File: config.mk
export PLATFORM = sky130hd
export DESIGN_NAME = regfile_wb_sched
export DESIGN_NICKNAME = d
export VERILOG_FILES = /design/src/rtl/regfile_pkg.sv /design/src/rtl/wb_result_fifo.sv /design/src/rtl/regfile_wb_sched.sv
export SDC_FILE = /design/constraint.sdc
export NUM_CORES = 1
export LEC_CHECK = 0
export ABC_AREA = 1
export CAP_MARGIN = 20
export CORE_ASPECT_RATIO = 0.6
export CORE_MARGIN = 2
export CORE_UTILIZATION = 52
export CTS_BUF_LIST = sky130_fd_sc_hd__clkbuf_4 sky130_fd_sc_hd__clkbuf_8 sky130_fd_sc_hd__clkbuf_16
export CTS_CLUSTER_SIZE = 20
export DETAILED_ROUTE_END_ITERATION = 16
export PLACE_DENSITY = 0.91
export SYNTH_ARGS = -nofsm -noshare
export SYNTH_HDL_FRONTEND = slang
export SYNTH_SLANG_ARGS = --single-unit
File: constraint.sdc
create_clock -name clk -period 3.5 [get_ports clk]
set_input_delay 0.525 -clock clk [delete_from_list [all_inputs] [get_ports clk]]
set_output_delay 0.525 -clock clk [all_outputs]
set_load 0.01 [all_outputs]
File: src/rtl/regfile_pkg.sv
// Shared definitions for the register-file write-back scheduler.
// Holds the address-width helper, the x0 constant and the write-source type.
package regfile_pkg;

  // Address width for a register file of n entries (never narrower than 1 bit).
  function automatic int addr_w(input int n);
    return (n > 1) ? $clog2(n) : 1;
  endfunction

  // Default register count and its address width.
  localparam int NUM_REGS_DEF = 32;
  localparam int AW_DEF       = addr_w(NUM_REGS_DEF);

  // Architectural zero register; writes to it are dropped.
  localparam int REG_ZERO = 0;

  // Origin of the write currently presented to the register file.
  typedef enum logic [1:0] {
    WB_NONE,
    WB_PIPE,
    WB_MD
  } wb_src_e;

endpackage

File: src/rtl/wb_result_fifo.sv
// Small addr+data FIFO holding M-unit results until the write port is free.
// DEPTH must be a power of two so the pointers wrap by plain overflow.
module wb_result_fifo
  import regfile_pkg::*;
#(
  parameter  int DEPTH = 2,
  parameter  int AW    = 5,
  parameter  int DW    = 32,
  localparam int PW    = addr_w(DEPTH),
  localparam int CW    = $clog2(DEPTH + 1)
) (
  input  logic          clk,
  input  logic          rst,
  input  logic          push,
  input  logic [AW-1:0] push_addr,
  input  logic [DW-1:0] push_data,
  input  logic          pop,
  output logic [AW-1:0] head_addr,
  output logic [DW-1:0] head_data,
  output logic [CW-1:0] count,
  output logic          full,
  output logic          empty
);

  logic [AW-1:0] addr_mem [DEPTH];
  logic [DW-1:0] data_mem [DEPTH];
  logic [PW-1:0] wr_ptr;
  logic [PW-1:0] rd_ptr;

  // Storage: written on push only, contents need no reset.
  always_ff @(posedge clk) begin
    if (push) begin
      addr_mem[wr_ptr] <= push_addr;
      data_mem[wr_ptr] <= push_data;
    end
  end

  // Pointers and occupancy; simultaneous push and pop keeps the count.
  always_ff @(posedge clk) begin
    if (rst) begin
      wr_ptr <= '0;
      rd_ptr <= '0;
      count  <= '0;
    end else begin
      if (push) wr_ptr <= wr_ptr + 1'b1;
      if (pop)  rd_ptr <= rd_ptr + 1'b1;
      case ({push, pop})
        2'b10:   count <= count + 1'b1;
        2'b01:   count <= count - 1'b1;
        default: ;
      endcase
    end
  end

  assign head_addr = addr_mem[rd_ptr];
  assign head_data = data_mem[rd_ptr];
  assign full      = (count == CW'(DEPTH));
  assign empty     = (count == '0);

endmodule

File: src/rtl/regfile_wb_sched.sv
// Write-back scheduler and scoreboard in front of the 32x32 register file.
// Pipeline write-back always owns the single write port; M-unit results are
// buffered and drained in order when the pipeline is idle. Registers awaiting
// an M-unit result stall decode.
// Optional macro REGFILE_WB_BYPASS_EN: an M result accepted into an empty
// buffer while the pipeline is idle skips the buffer (1-cycle latency).
module regfile_wb_sched
  import regfile_pkg::*;
#(
  parameter  int NUMBER_OF_REGISTERS = 32,
  parameter  int DATA_W              = 32,
  parameter  int MD_BUF_DEPTH        = 2,
  localparam int AW                  = addr_w(NUMBER_OF_REGISTERS)
) (
  input  logic              clk,
  input  logic              rst,
  input  logic              pipe_wb_valid_i,
  input  logic [AW-1:0]     pipe_wb_addr_i,
  input  logic [DATA_W-1:0] pipe_wb_data_i,
  input  logic              md_valid_i,
  output logic              md_ready_o,
  input  logic [AW-1:0]     md_addr_i,
  input  logic [DATA_W-1:0] md_data_i,
  input  logic              md_issue_i,
  input  logic [AW-1:0]     md_issue_addr_i,
  input  logic              dec_valid_i,
  input  logic [AW-1:0]     dec_rs1_addr_i,
  input  logic [AW-1:0]     dec_rs2_addr_i,
  input  logic [AW-1:0]     dec_rd_addr_i,
  output logic              stall_o,
  output logic              rd_we_o,
  output logic [AW-1:0]     rd_address_o,
  output logic [DATA_W-1:0] rd_data_o
);

  localparam int            CW     = $clog2(MD_BUF_DEPTH + 1);
  localparam logic [AW-1:0] ZERO_A = AW'(REG_ZERO);

  logic                           md_accept;
  logic                           md_bypass;
  logic                           fifo_push;
  logic                           fifo_pop;
  logic [AW-1:0]                  fifo_head_addr;
  logic [DATA_W-1:0]              fifo_head_data;
  logic [CW-1:0]                  fifo_count;
  logic [CW-1:0]                  cnt_nxt;
  logic                           fifo_full;
  logic                           fifo_empty;
  wb_src_e                        wb_src_p1;
  logic [NUMBER_OF_REGISTERS-1:0] pending;

  assign md_accept = md_valid_i & md_ready_o;

`ifdef REGFILE_WB_BYPASS_EN
  assign md_bypass = md_accept & fifo_empty & ~pipe_wb_valid_i;
`else
  assign md_bypass = 1'b0;
`endif

  // Buffer head drains only when the pipeline leaves the port free.
  assign fifo_pop  = ~pipe_wb_valid_i & ~fifo_empty;
  assign fifo_push = md_accept & ~md_bypass & (~fifo_full | fifo_pop);

  wb_result_fifo #(
    .DEPTH (MD_BUF_DEPTH),
    .AW    (AW),
    .DW    (DATA_W)
  ) u_fifo (
    .clk       (clk),
    .rst       (rst),
    .push      (fifo_push),
    .push_addr (md_addr_i),
    .push_data (md_data_i),
    .pop       (fifo_pop),
    .head_addr (fifo_head_addr),
    .head_data (fifo_head_data),
    .count     (fifo_count),
    .full      (fifo_full),
    .empty     (fifo_empty)
  );

  // Occupancy after this edge, so ready never lags a fill.
  always_comb begin
    cnt_nxt = fifo_count;
    case ({fifo_push, fifo_pop})
      2'b10:   cnt_nxt = fifo_count + 1'b1;
      2'b01:   cnt_nxt = fifo_count - 1'b1;
      default: ;
    endcase
  end

  // Registered ready: low in reset, otherwise high while a slot remains.
  always_ff @(posedge clk) begin
    if (rst) md_ready_o <= 1'b0;
    else     md_ready_o <= (cnt_nxt < CW'(MD_BUF_DEPTH));
  end

  // Stage p1: write-port arbitration, pipeline first, then M result.
  always_ff @(posedge clk) begin
    if (rst) begin
      rd_we_o      <= 1'b0;
      rd_address_o <= '0;
      rd_data_o    <= '0;
      wb_src_p1    <= WB_NONE;
    end else if (pipe_wb_valid_i) begin
      rd_we_o      <= (pipe_wb_addr_i != ZERO_A);
      rd_address_o <= pipe_wb_addr_i;
      rd_data_o    <= pipe_wb_data_i;
      wb_src_p1    <= WB_PIPE;
    end else if (md_bypass) begin
      rd_we_o      <= (md_addr_i != ZERO_A);
      rd_address_o <= md_addr_i;
      rd_data_o    <= md_data_i;
      wb_src_p1    <= WB_MD;
    end else if (fifo_pop) begin
      rd_we_o      <= (fifo_head_addr != ZERO_A);
      rd_address_o <= fifo_head_addr;
      rd_data_o    <= fifo_head_data;
      wb_src_p1    <= WB_MD;
    end else begin
      rd_we_o      <= 1'b0;
      wb_src_p1    <= WB_NONE;
    end
  end

  // Scoreboard: clear when the M result is written, set on issue (set wins).
  always_ff @(posedge clk) begin
    if (rst) begin
      pending <= '0;
    end else begin
      if (rd_we_o && (wb_src_p1 == WB_MD))
        pending[rd_address_o] <= 1'b0;
      if (md_issue_i && (md_issue_addr_i != ZERO_A))
        pending[md_issue_addr_i] <= 1'b1;
    end
  end

  // Decode stalls on any hazard against an outstanding M result.
  assign stall_o = dec_valid_i &
                   ((pending[dec_rs1_addr_i] & (dec_rs1_addr_i != ZERO_A)) |
                    (pending[dec_rs2_addr_i] & (dec_rs2_addr_i != ZERO_A)) |
                    (pending[dec_rd_addr_i]  & (dec_rd_addr_i  != ZERO_A)) |
                    (md_issue_i & ~md_ready_o));

endmodule

Word level (Yosys, flattened, before mapping)
Memory sizes are Yosys's and may differ from the RTL's. A register that Yosys moved wholly into a read port is not among the register bits.
Index checks and enable logic that the tools add are counted.
{"block": "totals", "reg_bits": 77, "latchBits": 0, "ramBits": 74, "rom_bits": 0, "inputBits": 100, "output_inout_bits": 40, "wordCells": 88, "mem_count": 2}
{"memory": "u_fifo.data_mem", "depth": 2, "word_bits": 32, "rd": 1, "rd_ports_with_merged_regs": 1, "wr": 1, "line_no": "wb_result_fifo.sv:26", "text": "logic [DW-1:0] data_mem [DEPTH];"}
{"memory": "u_fifo.addr_mem", "depth": 2, "word_bits": 5, "rd": 1, "rd_ports_with_merged_regs": 1, "wr": 1, "line_no": "wb_result_fifo.sv:25", "text": "logic [AW-1:0] addr_mem [DEPTH];"}
{"block": "classes", "addsub": 4, "n_mul": 0, "div": 0, "magnitude_cmp": 8, "n_eq_ne": 4, "shifts": 0, "muxes": 28, "bitwise": 19, "n_reduce_logical": 13}
{"cell": "32-bit two-way mux", "count": 5}
{"cell": "32-bit AND", "count": 1}
{"cell": "32-bit inverter", "count": 1}
{"cell": "32-bit OR", "count": 1}
{"cell": "5-bit by 6-bit less-than comparator with 1-bit output (second input constant)", "count": 5}
{"cell": "5-bit nonzero test", "count": 6}
{"cell": "1-bit binary-select mux with 5-bit select", "count": 3}
{"cell": "1-bit two-way mux", "count": 14}
{"cell": "1-bit demux with 5-bit select", "count": 2}
{"cell": "5-bit by 1-bit >= comparator with 1-bit output (second input constant)", "count": 2}
{"cell": "5-bit two-way mux", "count": 2}
{"cell": "1-bit AND", "count": 8}
{"cell": "2-bit equality test (second input constant)", "count": 3}
{"cell": "1-bit logical AND", "count": 4}
{"cell": "1-bit inverter", "count": 4}
{"cell": "1-bit OR", "count": 4}
{"cell": "2-bit one-hot mux with 2 select lines", "count": 1}
{"cell": "1-bit adder (second input constant)", "count": 2}
{"cell": "2-bit by 1-bit adder with 2-bit output (second input constant)", "count": 1}
{"cell": "2-bit by 1-bit equality test with 1-bit output (second input constant)", "count": 1}
{"cell": "2-bit logical NOT", "count": 1}
{"cell": "2-bit less-than comparator (second input constant)", "count": 1}
{"cell": "2-bit two-way mux", "count": 1}
{"cell": "2-bit nonzero test", "count": 1}
{"cell": "2 further kinds", "count": 2}

Depth between registers and ports, before layout
Gate-level depths: netlist of run 1.
{"block": "logic_depth", "depth_word": 10, "mapped_depth": 14}

Cells and area by module
From an unflattened synthesis of run 1, not the netlist that was laid out.
{"block": "unflattened", "cells_unflattened": 897, "hier_area_um2": 7437.1}
{"module": "regfile_wb_sched", "n_inst": 1, "cells_each": 749, "area_each_um2": 4389.2, "seq_area_each_um2": 1461.4}
{"module": "wb_result_fifo", "n_inst": 1, "cells_each": 148, "area_each_um2": 3047.9, "seq_area_each_um2": 2322.2}

Worst setup path before layout of run 1
Ideal clock, no wire load.
{"block": "synth_timing", "path_kind": "input -> register", "start": "in pipe_wb_valid_i", "end": "mem u_fifo.addr_mem[1][0] (enable)", "t_arrival_ps": 2592, "slack_ps": 476, "path_stages": 4, "path_buffers": 1, "cell_sequence": "buf_4 > a31oi_1 > inv_1 > nor2_1"}
{"block": "synth_between", "elab_chain_len": 6}
{"item": "from (decl)", "line_no": "regfile_wb_sched.sv:17", "text": "input logic pipe_wb_valid_i,"}
{"item": "1-bit inverter", "line_no": "regfile_wb_sched.sv:61", "text": "assign fifo_pop = ~pipe_wb_valid_i & ~fifo_empty;"}
{"item": "1-bit AND", "line_no": "regfile_wb_sched.sv:61"}
{"item": "1-bit OR", "line_no": "regfile_wb_sched.sv:62", "text": "assign fifo_push = md_accept & ~md_bypass & (~fifo_full | fifo_pop);"}
{"item": "1-bit AND", "line_no": "regfile_wb_sched.sv:62"}
{"item": "1-bit two-way mux", "line_no": "wb_result_fifo.sv:32", "text": "if (push) begin"}
{"item": "1-bit two-way mux (implied by the code)", "line_no": "wb_result_fifo.sv:33", "text": "addr_mem[wr_ptr] <= push_addr;"}
{"item": "to (decl)", "line_no": "wb_result_fifo.sv:25"}
Every way passes these cells.

Final worst setup path of run 1
{"block": "layout_timing", "start": "in dec_rs1_addr_i[0]", "end": "out stall_o"}
{"block": "layout_between", "elab_chain_len": 7}
{"item": "from (decl)", "line_no": "regfile_wb_sched.sv:27", "text": "input logic [AW-1:0] dec_rs1_addr_i,"}
{"item": "1-bit binary-select mux with 5-bit select", "line_no": "regfile_wb_sched.sv:140", "text": "((pending[dec_rs1_addr_i] & (dec_rs1_addr_i != ZERO_A)) |"}
{"item": "1-bit two-way mux (implied by the code)", "line_no": "regfile_wb_sched.sv:140"}
{"item": "1-bit AND (*)", "line_no": "regfile_wb_sched.sv:140"}
{"item": "1-bit OR (*)", "line_no": "regfile_wb_sched.sv:140"}
{"item": "1-bit OR (*)", "line_no": "regfile_wb_sched.sv:141", "text": "(pending[dec_rs2_addr_i] & (dec_rs2_addr_i != ZERO_A)) |"}
{"item": "1-bit OR (*)", "line_no": "regfile_wb_sched.sv:142", "text": "(pending[dec_rd_addr_i] & (dec_rd_addr_i != ZERO_A)) |"}
{"item": "1-bit AND (*)", "line_no": "regfile_wb_sched.sv:139", "text": "assign stall_o = dec_valid_i &"}
{"item": "to (decl)", "line_no": "regfile_wb_sched.sv:30", "text": "output logic stall_o,"}
Every way passes the cells marked *; elsewhere a longest branch is shown, timed or not. The select of a mux whose other input is x is not followed.

==> results of run 1 <==
worst paths after layout:
path                                        start             to  slack [ns]  cells past startpoint
worst min-delay path                u_fifo.rd_ptr  u_fifo.rd_ptr        0.47                      1
worst max register to register    u_fifo.count[0]  rd_data_o[19]        1.44                      7
worst min register to register      u_fifo.rd_ptr  u_fifo.rd_ptr        0.47                      1
worst max-delay path            dec_rs1_addr_i[0]        stall_o        0.34                     14
through the flow:
step | hold WS (ns) | instances | total power, mW | cell area, sq um
2_1_floorplan | 0.426 | 832 | 3.08 | 7010
3_3_place_gp | 0.436 | 1114 | 3.61 | 8500
3_5_place_dp | 0.453 | 1114 | 3.67 | 8500
4_1_cts | 0.464 | 1146 | 5.45 | 9070
5_1_grt | 0.485 | 1146 | 5.69 | 9070
6_report | 0.471 | 1146 | 5.47 | 9070
critical path, cell delays in order:
cell and delay, ns:
clkdlybuf4s50_1 0.66, buf_4 0.27, nand2_1 0.08, nand3_1 0.08
nand2_1 0.07, nand2_1 0.06, nand2_1 0.06, inv_2 0.04
nand2_1 0.04, nand2_1 0.05, nand2_1 0.05, nor2_1 0.11
a21oi_2 0.07, clkdlybuf4s50_1 0.47
sequential cells by signal, indices dropped and copies added (netlist names), named ones only:
name and count:
rd_address_o 5, md_ready_o 1, pending 32, u_fifo.data_mem 64, wb_src_p1 2, u_fifo.wr_ptr 1, u_fifo.count 2, rd_we_o 1
rd_data_o 32, u_fifo.addr_mem 10, u_fifo.rd_ptr 1
final cells by class:
class / instances / share of cell area (%)
timing repair buffer: 151 / 16.4
clock inverter: 15 / 1.59
sequential: 152 / 41.7
clock buffer: 17 / 4.69
tap: 170 / 2.34
inverter: 74 / 3.17
multi-input combinational: 567 / 30.1
cell families (layout without fill, tap and decap cells):
logic type	count (synthesis)	in the layout	share of synthesized area, %
AND/OR/NAND/NOR	381	381	23.2
AO/OA/AOI/OAI	182	182	15.0
flip-flops	152	152	54.0
buffers and inverters	113	257	7.30
multiplexers	3	3	0.428
XOR/XNOR	1	1	0.125
report_power, final:
| part | leakage (nW) | internal (mW) | switching, mW |
|---|---|---|---|
| clock | 0.274 | 0.992 | 0.782 |
| combinational | 1.97 | 0.582 | 0.856 |
| sequential | 1.31 | 2.13 | 0.132 |
| total | 3.56 | 3.70 | 1.77 |
layout by cell type (no fill, tap or decap), types with 3 or more instances in the layout:
cell,netlist,final
o211ai_1,21,21
o31ai_1,4,4
nor2_1,45,43
nor3_1,9,9
o21ai_0,46,46
buf_4,6,11
nand3_1,74,74
clkinv_4,0,5
o311ai_1,6,6
nand2_1,226,226
a21oi_1,77,77
or2_2,16,16
o21ai_1,7,7
dfxtp_1,78,78
inv_2,9,9
a221oi_1,8,8
clkbuf_16,0,17
edfxtp_1,74,74
inv_6,0,4
mux2i_1,3,3
inv_1,61,61
clkdlybuf4s50_1,0,138
a31oi_1,8,8
inv_4,4,4
nor2_4,1,3
routing by layer:
layer  track usage (%)  part of all wire (%)  vias to the layer above
li1                  -                     -                     3092
met1              40.5                    41                     3109
met2              46.2                    43                      507
met3              8.16                    13                       75
met4              11.4                   3.1                        0
met5                 0                     0                        -
==> out/results.ini, run 1 <==
[run_status]
outcome=finished, final reports clean

[logic_synthesis]
synth_edf_count=74
yosysUniqueCellTypes=37
async_reset_ff_share_pct=0
synthTopCellsByCount=nand2_1, dfxtp_1, a21oi_1
ys_seq_area_share_pct=54.0
ys.flop_type=dfxtp_1
synth_top_area_share_pct=31.7
synthTopCellsByArea=edfxtp_1, dfxtp_1, nand2_1
synth_cells=832
syn_area_per_cell_sq_um=8.43
syn_area_sq_um=7010
synth_most_common_cell=nand2_1
yosysTopAreaCell=edfxtp_1
ys_seq_elements=152
synthesis.nets=932
yosysWarningCount=0

[floorplanning]
pin_count=140
start_util_pct=53.9
core-area_sq_um=13000
die_x_microns=154
rows=32
die_height_microns=93.9
dieArea_sq_um=14500

[sta]
finalCritPeriodShare_pct=90.3
setup_ws_ns=0.339
hold_viol=0
finalSetupViolCount=0
fin_tns_setup_ns=0
skew_ns=0.00791
rsz0062_at_grt=false
fmax_mhz=316
drv_slew=0
relSlewSlack_pct=30.7
worstMarginPinSlew_ns=1.03
fin_crit_ns=3.16

[power]
p_leak_nw=3.56
powerDensity_nw_per_um2=603
ir_drop_uv=377

[clock_network]
cts_resized=0
cts_buffer_depth=2
cts_buffers=17
cts_max_level=4
cts_sinks=152
clk_latency_ns=0.43
cts_hold_buf=0
cts_tree=yes
clkTransAtPathRegs_ns=0.06
cts-root-buf=clkbuf_16
post_cts.repair.setup_buffers=0

[worst_setup_path]
path_max_fanout=14
critPathKind=in2out
cp-end-kind=output port
cp.required_ns=2.97
critical_path.startpoint_type=input pin
crit_arrival_ns=2.64

[layout]
final-seq-area_sq_um=3780
finish.utilization_pct=69.7
diodes=0
drive_above_1_share_pct=8.71
multiInputGateArea_sq_um=2730
area_growth_syn_to_layout_pct=29.4
fin_nets=1063
fillCellCount=914

[grt]
grt_antenna_before_repair=0
grt_pass1_vias=6701
grt_pass1_wl_microns=33600
grt_max_degree=53
grt_util_all_layers_pct=29.9
grt.overflow.total=0

[detailed_routing]
dr_total_vias=6783
routed_wl_microns=20800
drt-initial-drc-count=1092
drc=0
ant_nets=0
wl_per_cell_microns=18.2
viasPerCell=5.92
dr.pass1.iters=6

[place]
dpl_worst_slack_ns=0.395
post-dp-hpwl_microns=13900
port-buffer-count=139
globalplace.congestion=0.965

[job]
maxCapViolations=0

[worst_hold_path]
hp-class=reg2reg

Note: power is estimated with default switching activity, not from simulation.
==> run 2: changes to the inputs <==
- PLACE_DENSITY: 0.91 -> 0.76
==> out/results.ini, run 2 (synthesized netlist as in run 1, its figures left out) <==
[layout]
reg_top3=u_fifo.data_mem: 64 flops, pending: 32 flops, rd_data_o: 32 flops
area_growth_syn_to_layout_pct=29.6
final_common_cell=nand2_1
diodes=0  ; unchanged
drive_above_1_share_pct=8.90  ; +0.20 points
fin_cells=1147  ; +0.087%
regMostFlops=u_fifo.data_mem
finish.utilization_pct=69.8  ; +0.087 points
fin_nets=1064  ; +0.094%
mostFrequentLayoutCells=nand2_1, clkdlybuf4s50_1, dfxtp_1
fin_area_sq_um=9080  ; +0.12%
largest_register_ffs=64  ; unchanged

[clock_network]
cts_sinks=152  ; unchanged
cts-root-buf=clkbuf_16
cts_hold_buf=0  ; unchanged
clkTransAtPathRegs_ns=0.06  ; about the same
cts_buffers=17  ; unchanged
cts_buffer_depth=2  ; unchanged
cts_tree=yes
post_cts.repair.setup_buffers=0  ; unchanged
cts_resized=0  ; unchanged
clk_latency_ns=0.42  ; about the same
cts_max_level=4  ; unchanged

[detailed_routing]
wl_per_cell_microns=17.6  ; -3.0%
dr_total_vias=6476  ; -4.5%
drt-initial-drc-count=836  ; -23%
dr.pass1.iters=5  ; -1
wl_met1_microns=9710  ; +13%
routed_wl_microns=20200  ; -2.9%
wl_met2_microns=7700  ; -14%
top_layer=met4
drc=0  ; unchanged
ant_nets=0  ; unchanged
wl_met3_microns=2680  ; +1.9%
viasPerCell=5.65  ; -4.6%

[job]
maxCapViolations=0  ; unchanged

[floorplanning]
dieArea_sq_um=14500  ; unchanged
start_util_pct=53.9  ; unchanged
die_height_microns=93.9  ; unchanged
die_x_microns=154  ; unchanged
pin_count=140  ; unchanged
rows=32  ; unchanged
core-area_sq_um=13000  ; unchanged

[worst_setup_path]
reg2regPathDepth=7  ; unchanged
crit_arrival_ns=2.71  ; +0.07 ns
critPathCapture=stall_o
crit_path_start=dec_rs1_addr_i[1]
critical_path.startpoint_type=input pin
path_max_fanout=9  ; -5
r2r_start=u_fifo.count[0]
r2r_slack_ns=1.53  ; +0.09 ns
r2r_end=rd_data_o[1]
cp-end-kind=output port
cp.required_ns=2.97  ; about the same
critPathKind=in2out

[sta]
rsz0062_at_grt=false
worstMarginPinSlew_ns=0.818  ; -0.214 ns
skew_ns=0.0143  ; +0.00636 ns
fin_crit_ns=3.23  ; +0.0731 ns
finalCritPeriodShare_pct=92.4  ; +2.1 points
fin_tns_setup_ns=0  ; unchanged
relSlewSlack_pct=45.0  ; +14 points
hold_slack_ns=0.468  ; -0.00355 ns
drv_slew=0  ; unchanged
hold_viol=0  ; unchanged
finalSetupViolCount=0  ; unchanged
fmax_mhz=309  ; -2.3%
setup_ws_ns=0.266  ; -0.0731 ns

[grt]
grt_pass1_vias=5995  ; -11%
grt.overflow.total=0  ; unchanged
grt_util_all_layers_pct=28.9  ; -1.0 points
grt_max_degree=53  ; unchanged
grt_pass1_wl_microns=31800  ; -5.4%
grt_antenna_before_repair=0  ; unchanged

[place]
globalplace.congestion=0.918  ; -4.9%
dp_cells=1115  ; +0.090%
port-buffer-count=139  ; unchanged
dpl_cell_area_sq_um=8520  ; +0.24%
dpl_worst_slack_ns=0.364  ; -0.0316 ns
post-dp-hpwl_microns=14500  ; +3.8%

[power]
power.total_mw=5.40  ; -1.4%
ir_drop_uv=365  ; -3.1%
powerDensity_nw_per_um2=594  ; -1.5%
p_leak_nw=3.57  ; +0.18%

[worst_hold_path]
hp-class=reg2reg

[run_status]
outcome=finished, final reports clean

-- run 2: how the worst min path moves through the flow --
stage                  start  cells past startpoint  slack [ns]       endpoint
2_1_floorplan  u_fifo.rd_ptr                      1        0.43       register
3_3_place_gp   u_fifo.rd_ptr                      1        0.44       register
3_5_place_dp   u_fifo.rd_ptr                      1        0.45  u_fifo.rd_ptr
4_1_cts        u_fifo.rd_ptr                      1        0.46  u_fifo.rd_ptr
5_1_grt        u_fifo.rd_ptr                      1        0.49       register
6_report       u_fifo.rd_ptr                      1        0.47  u_fifo.rd_ptr
-- run 2: power by group --
part           internal [mW]  total, mW  leakage [nW]  switching [mW]
logic                  0.585       1.38          1.98           0.798
clock network          0.947       1.75         0.272           0.804
registers               2.13       2.27          1.31           0.137
-- run 2: routing by layer --
layer | track usage [%] | vias up
li1 | - | 3101
met5 | 0 | -
met3 | 8.67 | 16
met4 | 7.40 | 0
met2 | 38.4 | 394
met1 | 45.0 | 2965
-- run 2: final cells by class --
cell class,count,area [sq um]
clock inverters,14,128
well taps,170,213
flip-flops and latches,152,3780
repair buffers,152,1510
fillers,1002,3930
clock buffers,18,433
multi-input cells,567,2730
inverters,74,288
-- run 2: critical path, cell delays in order --
cell             delay, ns
clkdlybuf4s50_1       0.63
inv_2                 0.29
nand3_1               0.14
nand2_1               0.11
nand2_1               0.05
nand2_1               0.07
inv_2                 0.03
nand2_1               0.05
nand2_1               0.04
nand2_1               0.05
nor2_1                0.05
a21oi_2               0.12
clkdlybuf4s50_1       0.54
